## config.mk

```make
export PLATFORM = sky130hd
export DESIGN_NAME = pipe_stage_reg
export DESIGN_NICKNAME = d
export VERILOG_FILES = /design/src/rtl/pipe_stage_reg.sv
export SDC_FILE = /design/constraint.sdc
export NUM_CORES = 1
export LEC_CHECK = 0
export CAP_MARGIN = 20
export CELL_PAD_IN_SITES_DETAIL_PLACEMENT = 1
export CELL_PAD_IN_SITES_GLOBAL_PLACEMENT = 1
export CORE_ASPECT_RATIO = 1.2
export CORE_UTILIZATION = 50
export DETAILED_ROUTE_END_ITERATION = 12
export DONT_BUFFER_PORTS = 1
export GPL_TIMING_DRIVEN = 0
export PLACE_DENSITY = 0.81
export RECOVER_POWER = 50
export SLEW_MARGIN = 10
export SYNTH_ARGS = -nofsm -noshare
export SYNTH_HDL_FRONTEND = slang
export SYNTH_SLANG_ARGS = --single-unit
```

## constraint.sdc

```tcl
create_clock -name clk -period 2.6 [get_ports clk]
set_clock_uncertainty 0.15 [all_clocks]
set_input_delay 0.52 -clock clk [delete_from_list [all_inputs] [get_ports clk]]
set_output_delay 0.52 -clock clk [all_outputs]
set_load 0.1 [all_outputs]
```

## src/rtl/pipe_stage_reg.sv

```systemverilog
// pipe_stage_reg: elastic pipeline register for the CPU stage boundaries
// (ID/EX, EX/MEM, MEM/WB).
//
// The payload has two parts. Control bits are forced to zero whenever no valid
// entry is presented, so a bubble can never enable a write or a branch. Data
// bits are never masked and simply hold their last value.
//
// Handshake semantics: an entry moves when valid and ready are both high on a
// rising clock edge. accept = in_valid & in_ready, emit = out_valid & out_ready.
// in_valid and out_ready may change freely between edges.
//
// SKID = 1: main entry plus a skid entry. in_ready comes only from registers
//           (and rst), so there is no combinational path from out_ready.
// SKID = 0: main entry only. in_ready = ~main_valid | out_ready.
//
// Ports:
//   clk, rst        rising-edge clock, synchronous active-high reset
//   flush           synchronous kill of every held entry (data regs kept)
//   in_valid/ready  upstream handshake
//   in_data/ctrl    upstream payload
//   out_valid/ready downstream handshake
//   out_data/ctrl   presented payload (ctrl is 0 while out_valid = 0)
//   count           number of held entries, 0..2
module pipe_stage_reg #(
    parameter int DATA_W = 133,
    parameter int CTRL_W = 8,
    parameter int SKID   = 1
) (
    input  logic              clk,
    input  logic              rst,
    input  logic              flush,
    input  logic              in_valid,
    output logic              in_ready,
    input  logic [DATA_W-1:0] in_data,
    input  logic [CTRL_W-1:0] in_ctrl,
    output logic              out_valid,
    input  logic              out_ready,
    output logic [DATA_W-1:0] out_data,
    output logic [CTRL_W-1:0] out_ctrl,
    output logic [1:0]        count
);

    logic              main_valid;
    logic [DATA_W-1:0] main_data;
    logic [CTRL_W-1:0] main_ctrl;
    logic              skid_valid;
    logic              accept;
    logic              emit;

    assign accept = in_valid & in_ready;
    assign emit   = main_valid & out_ready;

    generate
        if (SKID != 0) begin : g_skid
            logic              skid_q;
            logic [DATA_W-1:0] skid_data;
            logic [CTRL_W-1:0] skid_ctrl;

            // Ready only depends on the skid register, so upstream timing
            // never sees the downstream ready path.
            assign in_ready   = ~rst & ~skid_q;
            assign skid_valid = skid_q;

            always_ff @(posedge clk) begin
                if (rst) begin
                    main_valid <= 1'b0;
                    main_data  <= '0;
                    main_ctrl  <= '0;
                    skid_q     <= 1'b0;
                    skid_data  <= '0;
                    skid_ctrl  <= '0;
                end else if (flush) begin
                    main_valid <= 1'b0;
                    skid_q     <= 1'b0;
                end else if (!main_valid || emit) begin
                    // Main slot is free this edge: refill from skid first to
                    // keep FIFO order. accept cannot be high while skid is full.
                    if (skid_q) begin
                        main_data  <= skid_data;
                        main_ctrl  <= skid_ctrl;
                        main_valid <= 1'b1;
                        skid_q     <= 1'b0;
                    end else if (accept) begin
                        main_data  <= in_data;
                        main_ctrl  <= in_ctrl;
                        main_valid <= 1'b1;
                    end else begin
                        main_valid <= 1'b0;
                    end
                end else if (accept) begin
                    // Main is stalled: park the new entry in the skid slot.
                    skid_data <= in_data;
                    skid_ctrl <= in_ctrl;
                    skid_q    <= 1'b1;
                end
            end
        end else begin : g_single
            assign in_ready   = ~rst & (~main_valid | out_ready);
            assign skid_valid = 1'b0;

            always_ff @(posedge clk) begin
                if (rst) begin
                    main_valid <= 1'b0;
                    main_data  <= '0;
                    main_ctrl  <= '0;
                end else if (flush) begin
                    main_valid <= 1'b0;
                end else if (accept) begin
                    main_data  <= in_data;
                    main_ctrl  <= in_ctrl;
                    main_valid <= 1'b1;
                end else if (emit) begin
                    main_valid <= 1'b0;
                end
            end
        end
    endgenerate

    assign out_valid = main_valid;
    assign out_data  = main_data;
    assign out_ctrl  = main_valid ? main_ctrl : '0;
    assign count     = {1'b0, main_valid} + {1'b0, skid_valid};

endmodule

```

==> impl_metrics.py <==
metrics = {
    "run_status": {
        "status": "complete, but fails checks",
        "failed_checks": "DRC",
    },
    "synth": {
        "ys_seq_elements": 284,
        "synth_top_area_share_pct": 41.8,
        "async_flop_share_pct": 0,
        "ys_types": 21,
        "synth_nets": 1404,
        "synth_warnings": 0,
        "synth.most_common_cell": "dfxtp_1",
        "synth_top_area_cell": "dfxtp_1",
        "synth_edf_count": 0,
        "synth_cells": 1257,
        "ys_seq_area_share_pct": 41.8,
        "syn_area_per_cell_um2": 10.8,
        "synthFlopType": "dfxtp_1",
        "synth_top_cells_by_area": "dfxtp_1, mux2_2, nor2b_1, mux2i_1, mux2_4",
        "synthTopCellsByCount": "dfxtp_1, nor2b_1, mux2_2, mux2i_1, nor2_1",
        "syn_area_um2": 13600,
    },
    "final_layout": {
        "stdcell_area_um2": 16400,
        "fin_util_pct": 61.9,
        "antenna_cells": 0,
        "syn_to_final_growth_pct": 20.7,
        "final_nets": 1579,
        "drive_above_1_share_pct": 24.3,
    },
    "critical_path": {
        "crit_path_end_kind": "primary output",
        "path_buf_inv": 2,
        "reg2reg_slack_ns": 0.11,
        "worstRegToRegCells": 6,
        "startpoint_type": "flop",
        "crit_required_ns": 1.93,
        "critPathTopFamily": "simple AND/OR/NAND/NOR gates",
        "cp_slowest_cell": "nor2_4",
        "crit_chain": "buf_2 > buf_6 > nor2_4",
        "arrival_ns": 1.84,
        "crit_fanout": 19,
        "worstReg2RegStart": "out_valid",
        "cp_slowest_stage_delay_ns": 0.52,
        "path_class": "flop to primary output",
        "r2r_end": "g_skid.skid_data[87]",
    },
    "sta": {
        "timing.fmax_ghz": 0.398,
        "final.min_clock_period_ns": 2.51,
        "setup_ws_ns": 0.0877,
        "hold_viol_final": 0,
        "min_period_over_period_pct": 96.6,
        "final_max_slew_viol_count": 0,
        "worstMarginPinSlew_ns": 1.06,
        "rsz0062_at_grt": "no",
        "setup_viol": 0,
        "slew_headroom_pct": 29.3,
        "whs_ns": 0.0315,
    },
    "cts": {
        "cts.clk_slew.worst_paths_ns": 0.07,
        "clk_latency_ns": 0.55,
        "root_buffer": "clkbuf_16",
        "clock_path_buffers": 3,
        "htree_levels": 1,
        "cts_tree": "done",
        "cts.sinks": 284,
        "cts_buffers": 30,
    },
    "worst_hold_path": {
        "min_to": "g_skid.skid_data[21]",
        "whs_path_depth": 2,
        "min-delay-start": "flush",
        "timing.hold.worst.class": "input pin to flop",
    },
    "routing": {
        "drc": 18,
        "via_per_inst": 5.48,
        "dr.pass1.iters": 9,
        "routed_wl_um": 42300,
        "wl_per_cell_um": 23.6,
        "dr.first_iter.drc_count": 337,
        "postRouteAntennaNets": 0,
        "vias": 9814,
    },
    "placement": {
        "place_congestion": 0.770,
        "place_area_um2": 14000,
        "dp_slack_ns": -0.809,
        "hpwlAfterDp_um": 24800,
        "port_buffers": 0,
    },
    "global_routing": {
        "grt_use_total_pct": 30.3,
        "antenna_found_initial": 0,
        "grt_max_degree": 20,
        "grt_pass1_wl_um": 66000,
        "grt_pass1_vias": 11423,
        "grt-ovfl-total": 0,
    },
    "floorplan": {
        "pin_count": 291,
        "start_util_pct": 51.3,
        "chipHeight_um": 183,
        "core_um2": 26500,
        "num_rows": 65,
        "die_area_um2": 27900,
        "fp.dieW_um": 153,
    },
    "pwr": {
        "ir_drop_v": 0.000519,
        "combPwrFrac_pct": 7.6,
        "finalPower_uw": 10200,
        "power_leakage_uw": 0.00680,
        "power.internal_uw": 7380,
        "switchingPower_uw": 2850,
        "p_sw_share_pct": 27.8,
        "pwr-share-seq_pct": 49.4,
        "p_clk_share_pct": 42.9,
        "power_density_nw_per_um2": 623,
    },
    "job": {
        "max-cap-violations": 0,
    },
}
-- registers in the layout, summed over array words and instances, names as in the netlist --
| name | flops |
|---|---|
| main_ctrl | 8 |
| g_skid.skid_q | 1 |
| out_valid | 1 |
| g_skid.skid_ctrl | 8 |
| out_data | 133 |
| g_skid.skid_data | 133 |
-- power by group through the flow --
stage          clock network [uW]  registers (uW)  logic (uW)
2_1_floorplan                   0            5120         437
6_report                     4390            5060         781
5_1_grt                      4630            5060         837
3_5_place_dp                    0            5150         567
3_3_place_gp                    0            5140         547
4_1_cts                      4400            5050         762
-- timing repair --
| action | in CTS | in global routing |
|---|---|---|
| buffers inserted | 0 | 3 |
| pin swaps | 1 | 1 |
| setup endpoints to repair | 110 | 90 |
| gates cloned | 0 | 0 |
| resized for setup | 16 | 0 |
| hold buffers | 142 | 0 |
| hold endpoints to repair | 143 | 0 |
-- per-stage QoR --
step                TNS [ns]  cells
global route               0   1790
floorplan                  0   1257
finish                     0   1790
CTS                        0   1787
global placement      -60.15   1592
detailed placement    -65.62   1592
-- area by class of cell --
type / count / area [um^2]
buffer: 94 / 469
clock buffer: 42 / 877
clock inverter: 13 / 124
fill: 2771 / 10100
inverter: 1 / 3.75
multi-input combinational: 876 / 7400
sequential: 284 / 5690
tap: 335 / 419
timing repair buffer: 145 / 1440
-- per-layer routing --
layer | track usage, % | vias up | routed length, um | share of wire [%]
met5 | 0 | - | 0 | 0
met4 | 13.5 | 0 | 1940 | 4.6
met3 | 6.70 | 120 | 2570 | 6.1
met2 | 56.2 | 315 | 21500 | 51
met1 | 32.8 | 4854 | 16300 | 39
li1 | - | 4525 | - | -
-- kinds of logic (layout without fill, tap and decap cells) --
logic type | count (synthesis) | count (layout) | synth area share [%]
and+or+nand+nor | 450 | 450 | 18.1
muxes | 423 | 423 | 36.4
DFF | 284 | 284 | 41.8
buffers and inverters | 97 | 295 | 3.55
AOI/OAI and AO/OA | 2 | 2 | 0.110
adders and majority gates | 1 | 1 | 0.0919
-- worst max-delay path by stage --
stage | from | endpoint | slack (ns) | cells past startpoint
detailed placement | rst | in_ready | -0.81 | 5
floorplan | rst | in_ready | 0.16 | 5
global route | out_valid | g_skid.skid_data[58] | 0.04 | 6
global placement | rst | in_ready | -0.77 | 5
finish | g_skid.skid_q | in_ready | 0.09 | 3
CTS | g_skid.skid_q | out_data[97] | 0.005 | 5
-- cells in the final DEF (no fill, tap or decap), drive strengths merged --
cell         netlist  final
and2               8      8
clkinv             0      8
ha                 1      1
dlygate4sd3        0    142
o211ai             1      1
nand2b            24     24
inv                1      2
a211oi             1      1
or4                1      1
clkinvlp           0      2
bufinv             0      2
mux2i            152    152
buf               47     42
clkbuf            49     97
dfxtp            284    284
nor2             143    143
mux2             271    271
nor4               2      2
nor2b            272    272
-- worst register-to-register path, cell delays in order (launching register included) --
cell and delay (ns):
dfxtp_4 0.60, nand2b_2 0.15, or4_1 0.48, clkbuf_1 0.14
clkbuf_4 0.29, buf_6 0.24, mux2_4 0.32
(Power assumes the default switching activity.)
